==> config.mk <==
export PLATFORM = sky130hd
export DESIGN_NAME = coefficient_bank
export DESIGN_NICKNAME = d
export VERILOG_FILES = /design/src/rtl/fir_pkg.sv /design/src/rtl/coeff_write_timer.sv /design/src/rtl/coefficient_bank.sv
export SDC_FILE = /design/constraint.sdc
export NUM_CORES = 1
export LEC_CHECK = 0
export ABC_AREA = 1
export CELL_PAD_IN_SITES_DETAIL_PLACEMENT = 0
export CELL_PAD_IN_SITES_GLOBAL_PLACEMENT = 1
export CORE_MARGIN = 1.5
export CORE_UTILIZATION = 35
export CTS_CLUSTER_DIAMETER = 30
export CTS_CLUSTER_SIZE = 40
export DETAILED_ROUTE_END_ITERATION = 10
export PLACE_DENSITY = 0.79
export SLEW_MARGIN = 20
export SYNTH_ARGS = -nofsm -noshare
export SYNTH_HDL_FRONTEND = slang
export SYNTH_SLANG_ARGS = --single-unit
export TNS_END_PERCENT = 50
==> constraint.sdc <==
create_clock -name clk -period 2.3 [get_ports clk]
set_clock_uncertainty 0.1 [all_clocks]
set_input_delay 0.23 -clock clk [delete_from_list [all_inputs] [get_ports clk]]
set_output_delay 0.23 -clock clk [all_outputs]
set_load 0.005 [all_outputs]
==> src/rtl/fir_pkg.sv <==
// Shared types for the FIR coefficient path: bank FSM states,
// coefficient word type and default bank geometry.
package fir_pkg;

  localparam int COEFF_W   = 16;
  localparam int NUM_COEFF = 4;

  typedef enum logic {
    IDLE,
    BUSY
  } coeff_bank_state_t;

  typedef logic [COEFF_W-1:0] coeff_t;

endpackage

==> src/rtl/coeff_write_timer.sv <==
// Loadable down-counter with a zero flag; saturates at zero.
module coeff_write_timer #(
  parameter int TW = 2
) (
  input  logic          clk,
  input  logic          rst,
  input  logic          load,
  input  logic [TW-1:0] load_val,
  input  logic          dec,
  output logic          zero
);

  logic [TW-1:0] cnt_q;
  logic [TW-1:0] cnt_d;

  always_comb begin
    cnt_d = cnt_q;
    if (load) begin
      cnt_d = load_val;
    end else if (dec && (cnt_q != '0)) begin
      cnt_d = cnt_q - TW'(1);
    end
  end

  always_ff @(posedge clk) begin
    if (rst) begin
      cnt_q <= '0;
    end else begin
      cnt_q <= cnt_d;
    end
  end

  assign zero = (cnt_q == '0);

endmodule

==> src/rtl/coefficient_bank.sv <==
// Coefficient bank with multi-cycle writes and modwait handshake.
// Optional double buffering via `define COEFF_BANK_SHADOW_EN.
module coefficient_bank #(
  parameter int COEFF_W      = fir_pkg::COEFF_W,
  parameter int NUM_COEFF    = fir_pkg::NUM_COEFF,
  parameter int WRITE_CYCLES = 2,
  localparam int IDX_W       = $clog2(NUM_COEFF),
  localparam int BANK_W      = NUM_COEFF * COEFF_W
) (
  input  logic              clk,
  input  logic              rst,
  input  logic              load_coeff,
  input  logic [IDX_W-1:0]  coefficient_num,
  input  logic              clear_coeff,
  input  logic [COEFF_W-1:0] coeff_data,
  output logic              modwait,
  output logic [BANK_W-1:0] coeffs,
  output logic [NUM_COEFF-1:0] loaded_mask,
  output logic              set_complete,
  output logic              load_overrun
);

  import fir_pkg::*;

  localparam int TW = $clog2(WRITE_CYCLES + 1);

  coeff_bank_state_t state_q, state_d;
  logic              modwait_q, modwait_d;
  logic [IDX_W-1:0]  idx_q, idx_d;
  logic [COEFF_W-1:0] data_q, data_d;
  logic [BANK_W-1:0] bank_q, bank_d;
  logic [NUM_COEFF-1:0] mask_q, mask_d;
  logic              done_q, done_d;
  logic              ovr_q, ovr_d;
  logic              tmr_load;
  logic              tmr_dec;
  logic              tmr_zero;
`ifdef COEFF_BANK_SHADOW_EN
  logic [BANK_W-1:0] active_q, active_d;
`endif

  coeff_write_timer #(.TW(TW)) u_timer (
    .clk      (clk),
    .rst      (rst),
    .load     (tmr_load),
    .load_val (TW'(WRITE_CYCLES - 1)),
    .dec      (tmr_dec),
    .zero     (tmr_zero)
  );

  always_comb begin
    state_d   = state_q;
    modwait_d = modwait_q;
    idx_d     = idx_q;
    data_d    = data_q;
    bank_d    = bank_q;
    mask_d    = mask_q;
    done_d    = 1'b0;
    ovr_d     = 1'b0;
    tmr_load  = 1'b0;
    tmr_dec   = 1'b0;
`ifdef COEFF_BANK_SHADOW_EN
    active_d  = active_q;
`endif
    if (clear_coeff) begin
      state_d   = IDLE;
      modwait_d = 1'b0;
      bank_d    = '0;
      mask_d    = '0;
`ifdef COEFF_BANK_SHADOW_EN
      active_d  = '0;
`endif
    end else begin
      unique case (state_q)
        IDLE: begin
          if (load_coeff) begin
            idx_d     = coefficient_num;
            data_d    = coeff_data;
            state_d   = BUSY;
            modwait_d = 1'b1;
            tmr_load  = 1'b1;
          end
        end
        BUSY: begin
          ovr_d = load_coeff;
          if (tmr_zero) begin
            bank_d[idx_q*COEFF_W +: COEFF_W] = data_q;
            mask_d[idx_q] = 1'b1;
            done_d    = (idx_q == IDX_W'(NUM_COEFF - 1));
            state_d   = IDLE;
            modwait_d = 1'b0;
`ifdef COEFF_BANK_SHADOW_EN
            // publish the whole set only once its last entry lands
            if (done_d) begin
              active_d = bank_d;
            end
`endif
          end else begin
            tmr_dec = 1'b1;
          end
        end
        default: state_d = IDLE;
      endcase
    end
  end

  always_ff @(posedge clk) begin
    if (rst) begin
      state_q   <= IDLE;
      modwait_q <= 1'b0;
      idx_q     <= '0;
      data_q    <= '0;
      bank_q    <= '0;
      mask_q    <= '0;
      done_q    <= 1'b0;
      ovr_q     <= 1'b0;
`ifdef COEFF_BANK_SHADOW_EN
      active_q  <= '0;
`endif
    end else begin
      state_q   <= state_d;
      modwait_q <= modwait_d;
      idx_q     <= idx_d;
      data_q    <= data_d;
      bank_q    <= bank_d;
      mask_q    <= mask_d;
      done_q    <= done_d;
      ovr_q     <= ovr_d;
`ifdef COEFF_BANK_SHADOW_EN
      active_q  <= active_d;
`endif
    end
  end

  assign modwait      = modwait_q;
  assign loaded_mask  = mask_q;
  assign set_complete = done_q;
  assign load_overrun = ovr_q;
`ifdef COEFF_BANK_SHADOW_EN
  assign coeffs       = active_q;
`else
  assign coeffs       = bank_q;
`endif

endmodule

## Word-level counts from Yosys, hierarchy flattened

Cells that the tools add are included.

| cells by class | value |
|---|---|
| $add $sub $neg | 2 |
| multipliers | 0 |
| divide/modulo/power cells | 0 |
| magnitude comparators | 2 |
| equal/unequal tests | 3 |
| shifts and indexed selects | 2 |
| multiplexer cells | 15 |
| bitwise gates (word level) | 4 |
| reduce and logical (&&, ||, !) cells | 12 |

Operators by type and width:

| cell | count |
|---|---|
| bitwise mux 64 bit | 1 |
| variable shift 16 x 34 -> 64 bit (first input constant) | 1 |
| variable part select 16 x 34 -> 64 bit | 1 |
| negator 6 -> 34 bit | 1 |
| 2-to-1 mux 1 bit | 11 |
| bitwise OR 4 bit | 1 |
| one-hot mux 1 bit (2 select lines) | 2 |
| AND reduction 2 bit | 2 |
| nonzero test 2 bit | 2 |
| OR reduction 2 bit | 2 |
| OR reduction 4 bit | 1 |
| less-than comparator 2 x 3 -> 1 bit (second input constant) | 1 |
| NOT 1 bit | 3 |
| AND reduction 3 bit | 1 |
| OR reduction 3 bit | 1 |
| demux 1 bit (select 2 bit) | 1 |
| == test 2 bit (second input constant) | 1 |
| >= comparator 2 x 1 -> 1 bit (second input constant) | 1 |
| logical AND 1 bit | 2 |
| zero test 2 bit | 1 |
| inequality test 2 x 1 -> 1 bit (second input constant) | 1 |
| inequality test 2 bit (second input constant) | 1 |
| subtractor 2 x 1 -> 2 bit (second input constant) | 1 |

| word-level totals | value |
|---|---|
| register bits after elaboration | 92 |
| latch bits | 0 |
| bits in writable memories | 0 |
| ROM bits | 0 |
| bits of input ports | 22 |
| output and inout port bits | 71 |
| logic and storage cells | 50 |
| memories | 0 |

## Depth between registers and ports, before layout

Gate-level depths: netlist of run 1.

| depth | value |
|---|---|
| word-level depth | 7 |
| mapped depth | 9 |
| mapped depth without buffers | 7 |

## By module

Synthesis of run 1 repeated with hierarchy kept, for this count alone.

| unflattened totals | value |
|---|---|
| cells, all modules | 538 |
| area total of the unflattened synthesis | 3826.2 sq um |

Modules (own cells, without submodules):

| module | times used | cells an instance | area each (sq um) | seq. area each (sq um) |
|---|---|---|---|---|
| coefficient_bank | 1 | 513 | 3686.0 | 1801.7 |
| coeff_write_timer | 1 | 25 | 140.1 | 40.0 |

## Worst setup path after synthesis of run 1

OpenSTA, ideal clock, no wires.

| path | value |
|---|---|
| kind | reg-to-reg |
| start | register idx_q[0] |
| end | register bank_q[10], in the netlist coeffs[10] |
| setup time | 0.070 ns |
| data arrival time | 1.910 ns |
| required time | 2.130 ns |
| path slack | 0.220 ns |
| cell stages (with the launch flop) | 8 |
| path buffers | 2 |
| period minus slack after synthesis | 2.080 ns |
| cells stage by stage | dfxtp_1 -> clkinv_1 -> clkbuf_1 -> ha_1 -> nor2_1 -> buf_2 -> nand3_1 -> a21oi_1 |

| between the ends | value |
|---|---|
| word-level cells in the longest chain between the ends | 3 |
| elaborated cells on any way between the ends | 4 |
| classes of those cells | add/sub: 1; shift: 2; mux: 1 |

Ends and longest elaborated chain:

| element | line | text |
|---|---|---|
| start, declared | coefficient_bank.sv:29 | `logic [IDX_W-1:0] idx_q, idx_d;` |
| start signal, assigned | coefficient_bank.sv:123 | `idx_q <= idx_d;` |
| negator 6 -> 34 bit * | coefficient_bank.sv:87 | `bank_d[idx_q*COEFF_W +: COEFF_W] = data_q;` |
| variable part select 16 x 34 -> 64 bit or variable shift 16 x 34 -> 64 bit (tied branches) | coefficient_bank.sv:87 |  |
| bitwise mux 64 bit * | coefficient_bank.sv:87 |  |
| end signal, assigned | coefficient_bank.sv:125 | `bank_q <= bank_d;` |
| end, declared | coefficient_bank.sv:31 | `logic [BANK_W-1:0] bank_q, bank_d;` |

Every way passes the cells marked *; elsewhere a longest branch is shown, timed or not.
A chain may end at the register's enable or synchronous reset.

## Worst setup path in the final report of run 1

| path | value |
|---|---|
| start | register idx_q[0] |
| end | register bank_q[32], in the netlist coeffs[32] |

The elaborated chain is that of the path after synthesis.

==> results of run 1 <==
[layout by cell type, fill, tap and decap left out, types with 2 or more instances in the layout]
| cell | Yosys | routed |
|---|---|---|
| nand2_1 | 109 | 109 |
| clkinv_4 | 0 | 3 |
| nor2_2 | 2 | 2 |
| nand3_2 | 2 | 2 |
| clkbuf_8 | 0 | 10 |
| nand3_1 | 34 | 34 |
| inv_1 | 35 | 35 |
| dfxtp_1 | 92 | 92 |
| ha_1 | 9 | 9 |
| clkinv_1 | 2 | 2 |
| inv_2 | 3 | 3 |
| clkdlybuf4s50_1 | 0 | 92 |
| o21ai_0 | 35 | 35 |
| buf_4 | 3 | 12 |
| nor2_1 | 33 | 33 |
| a21oi_1 | 87 | 87 |
| nor2_4 | 3 | 3 |
[power groups by stage]
stage | logic (uW) | clock network, uW | registers [uW]
2_1_floorplan | 163 | 0 | 1680
3_3_place_gp | 263 | 0 | 1690
3_5_place_dp | 267 | 0 | 1690
4_1_cts | 268 | 1150 | 1650
5_1_grt | 303 | 1210 | 1660
6_report | 267 | 1130 | 1650
[cell usage after synthesis, drive strengths merged]
| cell type | instances |
|---|---|
| nor2 | 38 |
| o21a | 1 |
| a21oi | 87 |
| o21ai | 35 |
| inv | 38 |
| buf | 13 |
| nor3 | 1 |
| nand3 | 36 |
| ha | 9 |
| clkbuf | 16 |
| dfxtp | 92 |
| clkinv | 2 |
| and3 | 1 |
| nand2 | 110 |
[worst register-to-register path, cell delays in order (launching register included)]
cell	delay (ns)
dfxtp_1	0.38
clkinv_1	0.12
buf_4	0.24
ha_1	0.18
inv_1	0.06
nor2_4	0.34
inv_2	0.23
nand2_1	0.11
a21oi_1	0.07
[worst max-delay path by stage]
stage                           from                       to  slack, ns  cells past startpoint
6_report       idx_q[0]$_SDFFE_PP0P_  coeffs[32]$_SDFFE_PP0P_       0.37                      8
5_1_grt        idx_q[0]$_SDFFE_PP0P_  coeffs[47]$_SDFFE_PP0P_       0.16                      8
4_1_cts        idx_q[0]$_SDFFE_PP0P_  coeffs[32]$_SDFFE_PP0P_       0.34                      8
3_5_place_dp             clear_coeff  data_q[13]$_SDFFE_PP0P_       0.03                      6
3_3_place_gp             clear_coeff  data_q[15]$_SDFFE_PP0P_       0.14                      6
2_1_floorplan  idx_q[0]$_SDFFE_PP0P_  coeffs[10]$_SDFFE_PP0P_       0.22                      7
[through the flow]
| stage | cells | util [%] | power, uW |
|---|---|---|---|
| floorplan | 479 | - | 1842 |
| global placement | 691 | 46.04 | 1953 |
| detailed placement | 691 | 46.04 | 1956 |
| CTS | 707 | 48.10 | 3073 |
| global route | 707 | 48.10 | 3168 |
| finish | 707 | 48.10 | 3044 |
[cell families (layout without fill, tap and decap cells)]
logic type	count (synthesis)	in the layout
compound gates	123	123
fa+ha+maj	9	9
buf+inv	69	161
flops	92	92
simple gates	186	186
[registers in the layout, summed over array words and instances (netlist names)]
signal         cells
coeffs            64
data_q            16
loaded_mask        4
idx_q              2
u_timer.cnt_q      2
load_overrun       1
modwait            1
set_complete       1
state_q            1
[routing by layer]
metal  routed length [um]  global-route usage (%)  up-vias
met5                    0                       0        -
met4                   60                   4.795        0
met3                  465                   3.493        6
met2                 3988                   25.54      102
met1                 4810                   26.07     1460
li1                     -                       -     1726
[area by class of cell]
class,count,area [um2]
Clock buffer,10,137.6
Timing Repair Buffer,105,1031
Sequential cell,92,1842
Clock inverter,6,72.57
Fill cell,1005,5310
Inverter,40,150.1
Tap cell,136,170.2
Multi-Input combinational cell,318,1518
==> run metrics, run 1 <==
outcome finished clean; final worst-path cycle share approximately 84%; Compound-Gate Fraction of Synth Area 16.96%; vias after detailed routing between 3000 and 4000; antenna viol nets, final 0; Slew Limit Headroom 50.53%; max cap viols 0; final setup fails 0; final WL 9325 um; largest net degree at the start of global routing 54; placed instance area around 4700 um2; final hold vios 0; Synth area leader dfxtp_1; P&R area growth vs syn 35.06%; Syn Std Cell Area approximately 3600 um2; clock buffer depth 2; DPL Wire Length 6796 um; Core Area 10230 um2; CP Cell Sequence clkinv_1 -> buf_4 -> ha_1 -> inv_1 -> nor2_4 -> inv_2 -> nand2_1 -> a21oi_1; all-layer global routing usage between 10% and 20%; Die X around 110 um; Hold-fix buffers, CTS 0; mean post-synth cell area around 7.6 um2; fin crit period roughly 1.9 ns; crit-path max FO 19; Rows 37; Post-Synth Simple-Gate Area 21.60%; Die Span Y around 110 um; R2R setup slack between 0.3 and 0.4 ns; Peak VDD IR roughly 300 uV; switching pwr ~770 uW; H-tree Lvls 3; fraction of layout cells with a size suffix above 1 7.005%; crit-path leading delay family buffers and inverters; WHS about 0.36 ns; XOR/XNOR Fraction of Synth Area 0%; WL/cell about 13 um; hold depth 2; cts repair resizes 0; vias in the first global route ~3200; fmax between 0.5 and 0.6 GHz; Post-route DRC 0; sequential area share after synthesis between 50% and 60%; drt pass-1 iters 4; Initial Util a little over a third; mux share of post-synthesis cell area 0%; Largest stage delay, worst path approximately 0.38 ns; Vias/cell around 4.7; Clock power frac a little under two fifths; RR Startpoint idx_q[0]$_SDFFE_PP0P_; # diodes 0; CTS sink cnt 92; Hold Path Sink loaded_mask[1]$_SDFFE_PP0P_; Slew Limit Fails 0; Post-Synthesis Cells roughly 480; library cells used by synthesis 21; Critical Setup Path Class flip-flop to flip-flop; Buffers on Ports 92; combinational share of power under 10%; crit end category flip-flop; start point of the worst hold path loaded_mask[1]$_SDFFE_PP0P_; worst setup margin 0.3718 ns; Sw Ratio about a quarter; type of origin of the critical path flip-flop; CP max stage cell dfxtp_1; RSZ-0062 raised after global routing no; Nets ~600; WP data arrival 2.07 ns; pwr dens between 600 and 700 nW/um2; #FFs+latches synth ~90; crit path buf inv count 4; clock slew at reported path FFs 0.09 ns; syn_nets 510; first-pass GRT wire length 15750 um; pre-CTS WS ~0.027 ns; die area 11030 um2; dominant combinational cell family by area after synthesis simple AND/OR/NAND/NOR gates; initial antenna violation count 0; adder-cell share of the synthesized area 3.091%; worst reg2reg path depth 8; clock insertion delay at the later pin of the skew report between 0.3 and 0.4 ns; sequential share of power between 50% and 60%; routability cong. roughly 0.84; worst hold path type flip-flop to flip-flop; Synth top area share between 50 and 60%; post-route cell area a little under 5000 um2; reg2reg end coeffs[32]$_SDFFE_PP0P_; internal power approximately 2300 uW; TritonCTS clock tree done; YS warnings 0; synth top area cells dfxtp_1 (51%), a21oi_1 (12%), nand2_1 (11%); Slew @ Worst Pin about 0.74 ns; CTS buffer count 9; Root Buffer Master clkbuf_8; Post-CTS Setup Bufs 0; Setup Total Neg Slack 0 ns; Worst EP required 2.44 ns; io pins a little over 90; LEAKAGE approximately 0.0018 uW; 1st-iter DRT viols ~130; GR Overflow Total 0
(Power assumes the default switching activity.)
==> run 2: changes to the inputs <==
clock period = 1.9 ns   (was 2.3 ns; I/O delays follow)
==> run metrics, run 2 (same netlist as run 1, synthesis figures left out) <==
type of origin of the critical path flip-flop; worst setup path startpoint idx_q[0]$_SDFFE_PP0P_; WP data arrival 1.89 ns; die area 11030 um2; routability cong. between 0.8 and 0.9; start point of the worst hold path loaded_mask[2]$_SDFFE_PP0P_; Initial Util 35.61%; Multi-input gate area between 1500 and 2000 um2; RSZ-0062 raised after global routing no; pwr dens 775.7 nW/um2; Die X roughly 110 um; Setup Total Neg Slack 0 ns; Vias/cell around 4.8; max cap viols 0; Buffers on Ports 92; clock insertion delay at the later pin of the skew report between 0.3 and 0.4 ns; Root Buffer Master clkbuf_8; pre-CTS WS around 0.091 ns; io pins 93; fin crit period 1.701 ns; largest net degree at the start of global routing between 50 and 60; CTS buffer count 9; Worst EP required 2.09 ns; Hold-fix buffers, CTS 0; DPL Wire Length about 7000 um; final setup fails 0; clock buffer depth 2; Critical Setup Path Class flip-flop to flip-flop; LEAKAGE about 0.0018 uW; clock slew at reported path FFs 0.09 ns; crit end category flip-flop; GR Overflow Total 0; fill count 1021; Slew Limit Fails 0; final worst-path cycle share 89.54%; most common cell after layout, fill and taps aside nand2_1; worst hold path type flip-flop to flip-flop; max reg flops between 60 and 70; placed instance area ~4700 um2; first-pass GRT wire length ~16000 um; Core Area roughly 10000 um2; antenna viol nets, final 0; Rows 37; CTS sink cnt 92; Post-route DRC 0; fraction of layout cells with a size suffix above 1 approximately 8.2%; RR Startpoint idx_q[0]$_SDFFE_PP0P_; worst setup margin 0.1988 ns; all-layer global routing usage around 19%; Nets between 600 and 700; outcome finished clean; H-tree Lvls 3; fmax about 0.59 GHz; Slew Limit Headroom roughly 66%; Slew @ Worst Pin between 0.5 and 0.6 ns; vias in the first global route around 3300; final WL approximately 9800 um; crit-path max FO 6; 1st-iter DRT viols around 120; final cell utilization of the core 49.46%; P&R area growth vs syn 38.87%; WL/cell around 14 um; drt pass-1 iters 5; sequential cell area between 1500 and 2000 um2; # diodes 0; initial antenna violation count 0; commonest cells after routing, fill and taps aside nand2_1 (109), clkdlybuf4s50_1 (92), dfxtp_1 (90); post-route cell area around 5000 um2; vias after detailed routing about 3400; Die Span Y roughly 110 um; Peak VDD IR about 360 uV; TritonCTS clock tree done; final hold vios 0
[run 2: cell types whose count changed in the layout (fill, tap and decap cells not counted), moves of 2 or more]
cell | previous run | this run
buf_12 | 1 | 6
clkinv_4 | 3 | 0
bufinv_16 | 1 | 3
clkinv_1 | 2 | 0
dfxtp_1 | 92 | 90
[run 2: final timing paths]
kind | end | slack (ns) | cells after the start
worst min-delay path | loaded_mask[2]$_SDFFE_PP0P_ | 0.36 | 2
worst max-delay path | coeffs[47]$_SDFFE_PP0P_ | 0.20 | 7
worst min register to register | loaded_mask[2]$_SDFFE_PP0P_ | 0.36 | 2
worst max register to register | coeffs[47]$_SDFFE_PP0P_ | 0.20 | 7
[run 2: area by class of cell]
| class | count | share of cell area (%) |
|---|---|---|
| Clock inverter | 4 | 1.929 |
| Timing Repair Buffer | 109 | 22.21 |
| Sequential cell | 92 | 36.50 |
| Clock buffer | 11 | 2.794 |
| Multi-Input combinational cell | 318 | 30.14 |
| Inverter | 40 | 3.066 |
| Tap cell | 136 | 3.363 |
[run 2: what timing repair did]
action / CTS / global route
endpoints found under the setup margin: 0 / 48
resized for setup: 0 / 3
buffers inserted: 0 / 4
[run 2: worst max-delay path, stage by stage (launching register included)]
cell and delay (ns):
dfxtp_4 0.40, clkinv_2 0.10, ha_1 0.34, nand2_1 0.15, nor2_4 0.18, buf_4 0.15, nand3_1 0.07, a21oi_1 0.14
[run 2: power by group]
part           internal (uW)  switching, uW
Combinational            143            203
Sequential              1960           39.3
Clock                    904            671
[run 2: layer usage]
metal  GRT usage [%]  vias to the layer above  wire [um]
li1                -                     1738          -
met1           26.42                     1533       4979
met2           27.08                      119       4010
met3           3.431                       14        560
met4           8.023                        0        201
met5               0                        -          0
[run 2: metrics by stage]
stage / hold WS [ns] / power (uW) / instances
finish: 0.3606 / 3925 / 710
global route: 0.3552 / 4089 / 710
CTS: 0.3451 / 3946 / 706
detailed placement: 0.3557 / 2384 / 691
global placement: 0.3421 / 2376 / 691
floorplan: 0.1591 / 2235 / 479
